`config.mk`:
```
export PLATFORM = sky130hd
export DESIGN_NAME = wb_port_arbiter
export DESIGN_NICKNAME = d
export VERILOG_FILES = /design/src/rtl/wb_port_arbiter.sv
export SDC_FILE = /design/constraint.sdc
export NUM_CORES = 1
export LEC_CHECK = 0
export BUFFER_PORTS_ARGS = -buffer_cell sky130_fd_sc_hd__buf_2
export CORE_MARGIN = 4
export CORE_UTILIZATION = 49
export CTS_CLUSTER_DIAMETER = 50
export DETAILED_ROUTE_END_ITERATION = 6
export PLACE_DENSITY = 0.79
export SYNTH_ARGS = -nofsm -noshare
export SYNTH_HDL_FRONTEND = slang
export SYNTH_SLANG_ARGS = --single-unit
```
`constraint.sdc`:
```
create_clock -name clk -period 1.8 [get_ports clk]
set_input_delay 0.18 -clock clk [delete_from_list [all_inputs] [get_ports clk]]
set_output_delay 0.18 -clock clk [all_outputs]
set_load 0.005 [all_outputs]
```
`src/rtl/wb_port_arbiter.sv`:
```
// Write-back port arbiter: merges pipeline WB writes and buffered mul/div results onto one RF port.
// Optional starvation guard compiled only when WB_STARVE_GUARD_EN is defined.
module wb_port_arbiter (
  input  logic        clk,
  input  logic        rst,
  input  logic        Regfile_weW,
  input  logic [4:0]  writeRegAddrW,
  input  logic [31:0] resultW,
  input  logic        md_valid,
  output logic        md_ready,
  input  logic [4:0]  md_addr,
  input  logic [31:0] md_data,
  output logic        rf_we,
  output logic [4:0]  rf_waddr,
  output logic [31:0] rf_wdata,
  output logic        wb_stall,
  output logic        hold_busy
);

  logic        hold_v, hold_v_d;
  logic [4:0]  hold_addr, hold_addr_d;
  logic [31:0] hold_data, hold_data_d;
  logic        rf_we_d;
  logic [4:0]  rf_waddr_d;
  logic [31:0] rf_wdata_d;
  logic        pipe_req, grant_hold, grant_pipe, supersede, accept;

  assign md_ready  = ~hold_v;
  assign hold_busy = hold_v;
  assign accept    = md_valid & md_ready;
  assign pipe_req  = Regfile_weW & (writeRegAddrW != 5'd0);

  // Grant priority; during a stall cycle the pipeline is ignored and replays next cycle.
  always_comb begin
    grant_hold = 1'b0;
    grant_pipe = 1'b0;
    if (wb_stall) begin
      grant_hold = hold_v;
    end else if (pipe_req) begin
      grant_pipe = 1'b1;
    end else begin
      grant_hold = hold_v;
    end
  end

  assign supersede = grant_pipe & hold_v & (writeRegAddrW == hold_addr);

  always_comb begin
    hold_v_d    = hold_v;
    hold_addr_d = hold_addr;
    hold_data_d = hold_data;
    if (grant_hold || supersede) begin
      hold_v_d = 1'b0;
    end
    // Results for r0 are accepted but dropped.
    if (accept && (md_addr != 5'd0)) begin
      hold_v_d    = 1'b1;
      hold_addr_d = md_addr;
      hold_data_d = md_data;
    end
  end

  always_comb begin
    rf_we_d    = grant_hold | grant_pipe;
    rf_waddr_d = rf_waddr;
    rf_wdata_d = rf_wdata;
    if (grant_hold) begin
      rf_waddr_d = hold_addr;
      rf_wdata_d = hold_data;
    end else if (grant_pipe) begin
      rf_waddr_d = writeRegAddrW;
      rf_wdata_d = resultW;
    end
  end

  always_ff @(posedge clk or negedge rst) begin
    if (!rst) begin
      hold_v    <= 1'b0;
      hold_addr <= 5'd0;
      hold_data <= 32'd0;
      rf_we     <= 1'b0;
      rf_waddr  <= 5'd0;
      rf_wdata  <= 32'd0;
    end else begin
      hold_v    <= hold_v_d;
      hold_addr <= hold_addr_d;
      hold_data <= hold_data_d;
      rf_we     <= rf_we_d;
      rf_waddr  <= rf_waddr_d;
      rf_wdata  <= rf_wdata_d;
    end
  end

`ifdef WB_STARVE_GUARD_EN
  logic [1:0] starve_cnt, starve_cnt_d;
  logic       wb_stall_d;

  // Count cycles the buffered result loses to the pipeline; the third loss forces a stall.
  always_comb begin
    starve_cnt_d = starve_cnt;
    wb_stall_d   = 1'b0;
    if (wb_stall || grant_hold || supersede) begin
      starve_cnt_d = 2'd0;
    end else if (hold_v && grant_pipe) begin
      if (starve_cnt == 2'd2) begin
        starve_cnt_d = 2'd3;
        wb_stall_d   = 1'b1;
      end else begin
        starve_cnt_d = starve_cnt + 2'd1;
      end
    end
  end

  always_ff @(posedge clk or negedge rst) begin
    if (!rst) begin
      starve_cnt <= 2'd0;
      wb_stall   <= 1'b0;
    end else begin
      starve_cnt <= starve_cnt_d;
      wb_stall   <= wb_stall_d;
    end
  end
`else
  assign wb_stall = 1'b0;
`endif

endmodule

```
# After elaboration in Yosys (flattened, before gate mapping)
# Index checks and enable logic that the tools add are counted.
[word_totals] register_bits=76 latch_bits=0 mem_bits_rw=0 romBits=0 inputBits=78 output_inout_bits=41 elab_cells=27 n_memories=0
[classes] addsub=0 n_mul=0 n_div=0 n_lt_le_gt_ge=0 eq_ne=1 shifts=0 n_mux=8 bitwise_logic=6 reduce_logical=6
[ops] cell="32-bit two-way mux" count=2
[ops] cell="5-bit two-way mux" count=2
[ops] cell="5-bit nonzero test" count=2
[ops] cell="5-bit == test" count=1
[ops] cell="1-bit bitwise AND" count=4
[ops] cell="1-bit two-way mux" count=4
[ops] cell="2-bit nonzero test" count=2
[ops] cell="1-bit logical AND" count=1
[ops] cell="1-bit logical OR" count=1
[ops] cell="1-bit NOT" count=1
[ops] cell="1-bit bitwise OR" count=1

# Depth between registers and ports, before layout
# Gate-level depths: netlist (run 1).
[depth] word_depth=8 mapped_depth=6 depth_no_buf=4

# Worst setup path after synthesis (run 1)
# No wires, ideal clock.
[synth_timing] path_type="input-to-reg" from="input md_addr[0]" to="register hold_data[17]" setup_time_ns=0.127 arrival_time_ns=1.461 required_ns=1.673 path_slack_ns=0.212 stages=5 n_path_buf=2 cell_sequence="or4_1 > o21ai_2 > buf_6 > buf_6 > mux2_1"
[synth_via] elab_chain_len=2
[synth_rtl] item="from (decl)" line="11" rtl="input logic [4:0] md_addr,"
[synth_rtl] item="5-bit nonzero test" line="56" rtl="if (accept && (md_addr != 5'd0)) begin"
[synth_rtl] item="1-bit logical AND" line="56"
[synth_rtl] item="to (signal assigned)" line="87" rtl="hold_data <= hold_data_d;"
[synth_rtl] item="to (decl)" line="22" rtl="logic [31:0] hold_data, hold_data_d;"
# Every way passes these cells.
# A chain may end at the register's enable or synchronous reset.

# Final worst setup path (run 1)
[layout_timing] from="register hold_v, in the netlist hold_busy" to="register hold_data[26]"
[layout_via] elab_chain_len=3
[layout_rtl] item="from (decl)" line="20" rtl="logic hold_v, hold_v_d;"
[layout_rtl] item="from (signal assigned)" line="85" rtl="hold_v <= hold_v_d;"
[layout_rtl] item="1-bit NOT" line="28" rtl="assign md_ready = ~hold_v;"
[layout_rtl] item="1-bit bitwise AND" line="30" rtl="assign accept = md_valid & md_ready;"
[layout_rtl] item="1-bit logical AND" line="56"
# Every way passes these cells.

==> results.cfg, run 1 <==
[clock_tree]
cts_tree = yes
path_clk_slew_ns = 0.08
htreeDepth = 3
cts_resized = 0
cts_made_buffers = 9
cts_root_buf = clkbuf_8
worstSkewPairLatency_ns = 0.34
cts_sinks = 76
cts.path.max_buffers = 2

[timing]
rsz0062_at_grt = no
fin_crit_sh_pct = 84.1
hold_ws_ns = 0.0423
fmaxAchievable_mhz = 661
fin_setup_tns_ns = 0
clock_skew_ns = 0.00564
hold_viol = 0
setup_viol = 0
drv_slew = 0
setup_slack_ns = 0.287
finalCriticalPeriod_ns = 1.51

[placement]
gp_congestion = 0.766
place_hpwl_mm = 5.33
place_inst = 448
dp_slack_ns = 0.0221
port_buffers = 117

[synthesis]
synth_warnings = 0
ys_seq_area_share_pct = 58.5
synthArstFlopShare_pct = 100
postSynthCellCount = 263
synth_top_area_cell = dfrtp_1
syn_avg_cell_area_um2 = 12.4
synth_seq_cells = 76
syn-cell-area_mm2 = 0.00325
synth_cell_types = 22
synth_edf_count = 0
synth_top_area_share_pct = 58.5
synth_area_leaders = dfrtp_1, mux2i_1, mux2_2, a21oi_1, mux2_1
syn_nets = 341
ys.flop_type = dfrtp_1

[setup_path]
endpoint = hold_data[26]
worstRegToRegCells = 4
crit_fanout = 25
cp.depth = 4
r2r-end = hold_data[26]
crit_chain = nor2b_1, o21ai_4, buf_12, mux2_1
crit_start = hold_busy
critPathMaxStageDelay_ns = 0.43
endpoint_kind = register
regToRegStartpoint = hold_busy
crit_required_ns = 2.02
ff2ff_setup_slack_ns = 0.29
slowest_stage = dfrtp_2
worstSetupPathType = register to register
startpoint_type = register
cp_top_family = flip-flops
cp.arrival_ns = 1.73
path_buf_inv = 1

[drt]
postRouteAntennaNets = 0
routed_wl_mm = 7.43
via_per_inst = 5.17
wl_per_cell_um = 16.0
num_vias = 2404
drc_errors = 0
dr.pass1.iters = 4
detail_route.iter0.violations = 63

[die]
initial_core_util_pct = 50.9
die_area_mm2 = 0.00800
core-area_mm2 = 0.00639
die_w_um = 89.5
fp.dieH_um = 89.5
io_pins = 119
rows = 29

[power]
power_leakage_nw = 2.03
power.total_mw = 4.81
power.density_mw_per_mm2 = 1150
ir_worst_vdd_mv = 0.726

[grt]
grt_start_max_net_pins = 45
grt.total_usage_pct = 19.2
overflow = 0
antenna_found_initial = 0
grt_pass1_vias = 2472
grt_pass1_wl_mm = 11.4

[layout]
final_cells = 465
final_layout_size_suffix_gt1_share_pct = 42.3
area_growth_pct = 28.3
diodes = 0
nNetsFinal = 461

[job]
cap_violations = 0

[status]
outcome = completed

[hold_path]
min_path_type = input port to register
## cell usage in the layout, fill, tap and decap left out, drive strengths merged, types with 2 or more instances in the layout
cell,Yosys,layout
clkbuf,0,11
a21oi,35,35
or4,2,2
clkinv,0,3
nand2,13,13
xnor2,3,3
mux2,34,34
buf,17,125
xor2,2,2
mux2i,35,35
a22o,3,3
dfrtp,76,76
nor2,35,35
o21ai,2,2
## how the worst min path moves through the flow
stage,start,endpoint,cells past startpoint
after global placement,rst,rf_wdata[23],1
after CTS,md_data[23],hold_data[23],2
after global routing,md_data[23],hold_data[23],2
after detailed placement,rst,rf_wdata[23],1
final,md_data[23],hold_data[23],2
after floorplan,rst,hold_addr[0],0
## routing by layer
metal,up-vias,share of wire [%],GRT usage [%]
li1,1145,-,-
met3,10,5.8,6.08
met2,62,52,33.2
met4,0,1.8,7.17
met5,-,0,0
met1,1187,40,22.3
## kinds of logic after synthesis
kind of cell / synth area share (%)
flip-flops: 58.5
multiplexers: 22.6
AND/OR/NAND/NOR: 6.50
AO/OA/AOI/OAI: 6.85
buffers and inverters: 4.12
XOR/XNOR: 1.35
other: 0.115
## layout make-up
| cell class | instances | area (um2) |
|---|---|---|
| fillers | 524 | 2220 |
| flip-flops and latches | 76 | 1900 |
| multi-input cells | 169 | 1230 |
| repair buffers | 126 | 721 |
| clock buffers | 11 | 151 |
| well taps | 77 | 96.3 |
| clock inverters | 5 | 60.1 |
| inverters | 1 | 3.75 |
## per-stage QoR
stage	util, %	area (um2)
after floorplan	-	3250
after global placement	61.8	3950
after detailed placement	61.8	3950
after CTS	65.3	4170
after global routing	65.3	4170
final	65.3	4170
## where the power goes
part | switching, mW | total [mW] | internal [mW]
Combinational | 0.524 | 1.16 | 0.633
Sequential | 0.219 | 2.31 | 2.09
Clock | 0.626 | 1.34 | 0.718
Total | 1.37 | 4.81 | 3.45
## worst register-to-register path, stage by stage (launching register included)
cell     delay [ns]
dfrtp_2        0.43
nor2b_1        0.30
o21ai_4        0.12
buf_12         0.18
mux2_1         0.36
## synth_stat cells (2+ instances only)
| cell | instances |
|---|---|
| buf_6 | 6 |
| or4_1 | 2 |
| xor2_1 | 2 |
| dfrtp_1 | 76 |
| nor2_1 | 35 |
| mux2_2 | 20 |
| nand2_1 | 13 |
| xnor2_1 | 3 |
| mux2i_1 | 35 |
| buf_4 | 3 |
| a21oi_1 | 35 |
| buf_2 | 8 |
| a22o_1 | 3 |
| mux2_1 | 14 |
## repair_timing
| action | in CTS | in global routing |
|---|---|---|
| hold endpoints to repair | 47 | 0 |
| buffers inserted | 0 | 0 |
| endpoints found under the setup margin | 0 | 0 |
| hold buffers | 1 | 0 |
## state kept, by name, indices dropped and copies added (netlist names)
register / count
rf_waddr: 5
hold_data: 32
rf_we: 1
rf_wdata: 32
hold_addr: 5
hold_busy: 1
No activity file was read; power rests on OpenSTA's default activity.
==> run 2: changes to the inputs <==
--- a/config.mk
+++ b/config.mk
@@ -7,10 +7,10 @@
 export LEC_CHECK = 0
 export BUFFER_PORTS_ARGS = -buffer_cell sky130_fd_sc_hd__buf_2
 export CORE_MARGIN = 4
-export CORE_UTILIZATION = 49
+export CORE_UTILIZATION = 44
 export CTS_CLUSTER_DIAMETER = 50
 export DETAILED_ROUTE_END_ITERATION = 6
-export PLACE_DENSITY = 0.79
+export PLACE_DENSITY = 0.75
 export SYNTH_ARGS = -nofsm -noshare
 export SYNTH_HDL_FRONTEND = slang
 export SYNTH_SLANG_ARGS = --single-unit
==> constraint.sdc (replaced) <==
create_clock -name clk -period 1.3 [get_ports clk]
set_input_delay 0.13 -clock clk [delete_from_list [all_inputs] [get_ports clk]]
set_output_delay 0.13 -clock clk [all_outputs]
set_load 0.005 [all_outputs]
==> run 2 against run 1 <==
Effect of this change: the flow now finishes with violations (setup timing); die area up 10%; count of clock-buffer cells in the layout down 2; routed wire length up 4.5%; sequential power up 39%; final cell count up 12%; via count up 4.1%; clock power up 35%; combinational power up 75%; sequential share of layout area down 4.7 points; non-clock buffer count up 36; critical endpoint is now hold_data[16]; largest power group unchanged.
==> results.cfg, run 2 (synthesis results as in run 1) <==
[setup_path]
cp.depth = 5
ff2ff_setup_slack_ns = -0.13
r2r-end = hold_data[18]
cp.arrival_ns = 1.67
endpoint = hold_data[16]
crit_fanout = 7
crit_start = md_addr[4]
path_buf_inv = 2
worstRegToRegCells = 5
cp_top_family = simple AND/OR/NAND/NOR gates
crit_chain = buf_2, or4_4, o21ai_4, clkbuf_16, mux2_2
endpoint_kind = register
crit_required_ns = 1.52
worstSetupPathType = input port to register
regToRegStartpoint = hold_busy
startpoint_type = input port
slowest_stage = or4_4
critPathMaxStageDelay_ns = 0.54

[layout]
reg_top3 = hold_data: 32 flops, rf_wdata: 32 flops
layout_common_cells = buf_2, dfrtp_1, mux2i_1, nor2_1, a21oi_1
final_common_cell = buf_2
finish.utilization_pct = 64.4
area_growth_pct = 42.9
final_layout_size_suffix_gt1_share_pct = 50.0
nNetsFinal = 497
diodes = 0

[grt]
antenna_found_initial = 0
top_usage_layer = met2
use_met3_pct = 4.57
overflow = 0
met2_usage_pct = 27.9
grt.total_usage_pct = 17.6
grt_start_max_net_pins = 77
grt_pass1_vias = 2564
met1_usage_pct = 23.5
grt_pass1_wl_mm = 12.1

[status]
outcome = complete, but fails checks
violations = setup timing

[drt]
drc_errors = 0
routed_wl_mm = 7.76
dr.pass1.iters = 4
postRouteAntennaNets = 0
detail_route.iter0.violations = 76
via_per_inst = 4.79
num_vias = 2503
wl_per_cell_um = 14.8

[die]
die_area_mm2 = 0.00883
initial_core_util_pct = 45.1
fp.dieH_um = 94.0
core-area_mm2 = 0.00721
rows = 31
io_pins = 119
die_w_um = 94.0

[clock_tree]
cts.path.max_buffers = 2
htreeDepth = 3
cts_root_buf = clkbuf_8
cts_made_buffers = 9
cts_sinks = 76
worstSkewPairLatency_ns = 0.34
path_clk_slew_ns = 0.08
cts_tree = yes

[timing]
hold_ws_ns = 0.0156
fin_crit_sh_pct = 111
finalCriticalPeriod_ns = 1.45
clock_skew_ns = 0.00833
hold_viol = 0
setup_slack_ns = -0.146
setup_viol = 37
fmaxAchievable_mhz = 692
rsz0062_at_grt = yes
fin_setup_tns_ns = -3.85
drv_slew = 0

[hold_path]
min_path_type = input port to register

[job]
cap_violations = 0

[power]
power.density_mw_per_mm2 = 1520
power.total_mw = 7.04
ir_worst_vdd_mv = 0.939
power_leakage_nw = 2.29

[placement]
gp_congestion = 0.765
place_hpwl_mm = 5.13
port_buffers = 117
run 2: changes by cell type in the layout (fill, tap and decap cells not counted), moves of 2 or more:
cell	previous run	this run
clkbuf_8	11	9
buf_2	116	114
clkbuf_16	0	2
nand2_1	13	7
mux2_4	0	14
dlygate4sd3_1	1	12
mux2_1	14	0
buf_4	4	22
nand2_2	0	6
buf_6	0	6
run 2: stage by stage:
stage	cell area (um2)	cells	setup slack (ns)
global route	4640	523	-0.169
finish	4640	523	-0.146
floorplan	3290	263	-0.221
global placement	4060	480	-0.377
CTS	4500	512	-0.122
detailed placement	4060	480	-0.410
run 2: cell type report:
type | count | area, um2
clock buffers | 9 | 124
clock inverters | 7 | 76.3
fillers | 579 | 2570
inverters | 1 | 16.3
multi-input cells | 169 | 1310
flip-flops and latches | 76 | 1900
well taps | 99 | 124
repair buffers | 162 | 1090
run 2: where the power goes:
group	internal, mW	switching [mW]	total, mW
Sequential	2.90	0.307	3.21
Combinational	1.22	0.816	2.03
Clock	0.896	0.910	1.81
run 2: timing repair:
action	CTS	global route
resized for setup	24	11
endpoints found under the setup margin	26	41
hold buffers	8	4
gates cloned	1	1
hold endpoints to repair	83	4
pin swaps	6	1
setup buffers	7	6
run 2: worst min-delay path by stage:
stage | start | to | slack, ns | cells after the start
global placement | rst | rf_wdata[28] | 0.18 | 2
global route | md_data[2] | hold_data[2] | 0.0003 | 2
CTS | md_data[11] | hold_data[11] | 0.0009 | 2
finish | md_data[11] | hold_data[11] | 0.02 | 2
floorplan | rst | hold_addr[0] | -0.17 | 0
detailed placement | rst | rf_wdata[28] | 0.19 | 2
run 2: layer usage:
layer | wire length (um) | up-vias | part of all wire (%)
li1 | - | 1216 | -
met1 | 3500 | 1202 | 45
met2 | 3710 | 77 | 48
met3 | 455 | 8 | 5.9
met4 | 86 | 0 | 1.1
met5 | 0 | - | 0
==> run 3: changes to the inputs <==
--- a/config.mk
+++ b/config.mk
@@ -5,12 +5,13 @@
 export SDC_FILE = /design/constraint.sdc
 export NUM_CORES = 1
 export LEC_CHECK = 0
+export ABC_AREA = 1
 export BUFFER_PORTS_ARGS = -buffer_cell sky130_fd_sc_hd__buf_2
 export CORE_MARGIN = 4
-export CORE_UTILIZATION = 44
+export CORE_UTILIZATION = 45
 export CTS_CLUSTER_DIAMETER = 50
 export DETAILED_ROUTE_END_ITERATION = 6
-export PLACE_DENSITY = 0.75
+export PLACE_DENSITY = 0.76
 export SYNTH_ARGS = -nofsm -noshare
 export SYNTH_HDL_FRONTEND = slang
 export SYNTH_SLANG_ARGS = --single-unit
==> run 3 against run 2 <==
Effect of this change: the run still ends with setup timing left; sequential share of layout area shrank 2.1 points; final cell count increased by 24%; fmax increased by 8.0%; sequential cell count stayed put; highest routed layer unchanged; via count rose by 29%; routed wire length increased by 26%; largest cell class unchanged; critical endpoint is now hold_data[1].
==> results.cfg, run 3 <==
[layout]
final_common_cell = buf_2
nNetsFinal = 622
area_growth_pct = 39.1
reg_top3 = hold_data: 32 flops, rf_wdata: 32 flops
final_cell_area_mm2 = 0.00489
diodes = 0
layout_common_cells = buf_2, nand3_1, nand2_1, dfrtp_1, inv_1
final_layout_size_suffix_gt1_share_pct = 36.8

[drt]
num_vias = 3220
detail_route.iter0.violations = 172
drc_errors = 0
via_per_inst = 4.97
wl_per_cell_um = 15.1
routed_wl_mm = 9.76
postRouteAntennaNets = 0
dr.pass1.iters = 6

[setup_path]
r2r-end = hold_data[1]
endpoint_kind = register
startpoint_type = register
crit_required_ns = 1.53
worstSetupPathType = register to register
crit_fanout = 7
ff2ff_setup_slack_ns = -0.04
critPathMaxStageDelay_ns = 0.42
cp.arrival_ns = 1.57
crit_chain = inv_2, nand2_1, o21bai_4, buf_4, buf_12, nand2_1, o21ai_1
regToRegStartpoint = hold_busy
crit_start = hold_busy
slowest_stage = dfrtp_1
worst_path_most_repeated_cell = nand2_1
worstRegToRegCells = 7

[synthesis]
synth_edf_count = 0
synth_cell_types = 19
ys_seq_area_share_pct = 54.1
postSynthCellCount = 401
ys.flop_type = dfrtp_1
synth_area_leaders = dfrtp_1, nand3_1, nand2_1, o21ai_2, inv_1
synth_top_area_cell = dfrtp_1
synth.most_common_cell = nand3_1
synth_warnings = 0
synth_seq_cells = 76
synthArstFlopShare_pct = 100
syn_nets = 479
syn_avg_cell_area_um2 = 8.76
synth_common_cells = nand3_1, nand2_1, dfrtp_1
syn-cell-area_mm2 = 0.00351
synth_top_area_share_pct = 54.1

[die]
core-area_mm2 = 0.00741
io_pins = 119
die_area_mm2 = 0.00929
initial_core_util_pct = 47.4
fp.dieH_um = 96.4
die_w_um = 96.4
rows = 31

[timing]
clock_skew_ns = 0.00741
fin_crit_sh_pct = 103
setup_slack_ns = -0.0392
hold_ws_ns = 0.00619
hold_viol = 0
setup_viol = 24
relSlewSlack_pct = 58.0
fmaxAchievable_mhz = 747
finalCriticalPeriod_ns = 1.34
rsz0062_at_grt = yes
fin_setup_tns_ns = -0.398
tightest_slew_ns = 0.629
drv_slew = 0

[clock_tree]
worstSkewPairLatency_ns = 0.35
cts_made_buffers = 9
path_clk_slew_ns = 0.08
cts_sinks = 76
htreeDepth = 3
cts.path.max_buffers = 2
cts_root_buf = clkbuf_8
cts_tree = yes

[grt]
met1_usage_pct = 27.0
grt.total_usage_pct = 20.4
grt_pass1_wl_mm = 14.4
overflow = 0
antenna_found_initial = 0
use_met3_pct = 3.02
top_usage_layer = met2
grt_pass1_vias = 3003
grt_start_max_net_pins = 77
met2_usage_pct = 33.1

[power]
power_leakage_nw = 2.60
ir_worst_vdd_mv = 0.776
power.density_mw_per_mm2 = 1480

[placement]
gp_congestion = 0.819
dp_slack_ns = 0.0435
dpl_cell_area_mm2 = 0.00415
port_buffers = 117
place_hpwl_mm = 5.80

[job]
cap_violations = 0

[status]
violations = setup timing
outcome = complete, but fails checks

[hold_path]
hold_end = rf_wdata[0]
worstHoldStart = resultW[0]
min_path_type = input port to register
worstHoldPathCells = 3
-- run 3: cell types whose count changed after synthesis, moves of 20 or more --
cell and change:
mux2i_1 -35, a21oi_1 -35, mux2_2 -20, nand2_1 +76, nand3_1 +111, inv_1 +43
nor2_1 -28
-- run 3: worst max-delay path: cells and delay by family, from the launching register on --
family | cells | cell delay (ns)
buffers and inverters | 3 | 0.41
AOI/OAI and AO/OA | 2 | 0.27
and+or+nand+nor | 2 | 0.13
DFF | 1 | 0.42
-- run 3: final cells by class --
type                       instances  area [um2]
clock inverter                     7         100
inverter                          46         173
clock buffer                       9         124
sequential                        76        1900
fill                             625        2520
tap                               99         124
multi-input combinational        251        1300
timing repair buffer             160        1160
-- run 3: logic make-up (layout without fill, tap and decap cells) --
logic type	Yosys count	count (layout)	share of synthesized area [%]
and+or+nand+nor	211	211	26.9
DFF	76	76	54.1
buffers and inverters	74	222	10.9
AOI/OAI and AO/OA	38	38	7.73
other	1	1	0.107
xor gates and xnor gates	1	1	0.249
-- run 3: how the worst max path moves through the flow --
stage | end | depth (start not counted)
global route | hold_data[5] | 7
detailed placement | rf_wdata[10] | 7
global placement | rf_waddr[2] | 7
finish | hold_data[1] | 7
CTS | hold_busy | 2
floorplan | hold_data[18] | 7
-- run 3: power by group --
part           internal (mW)  switching (mW)  leakage, nW  total (mW)
Sequential              2.87           0.338        0.932        3.21
Clock                   1.09           0.920        0.102        2.01
Combinational          0.999            1.00         1.56        2.00
-- run 3: stage by stage --
stage | power [mW] | instances | util [%]
2_1_floorplan | 4.14 | 401 | -
5_1_grt | 7.63 | 648 | 66.0
3_3_place_gp | 4.73 | 597 | 56.0
4_1_cts | 6.99 | 634 | 62.6
6_report | 7.22 | 648 | 66.0
3_5_place_dp | 4.80 | 597 | 56.0
-- run 3: layer usage --
layer	vias up	wire length, um
met5	-	0
met4	0	252
met3	22	504
met2	106	4940
met1	1507	4060
li1	1585	-
-- run 3: repair_timing --
action / in CTS / in global routing
resized for setup: 3 / 35
hold buffers: 19 / 1
setup endpoints to repair: 2 / 32
buffers inserted: 0 / 10
hold endpoints to repair: 94 / 1
gates cloned: 2 / 4
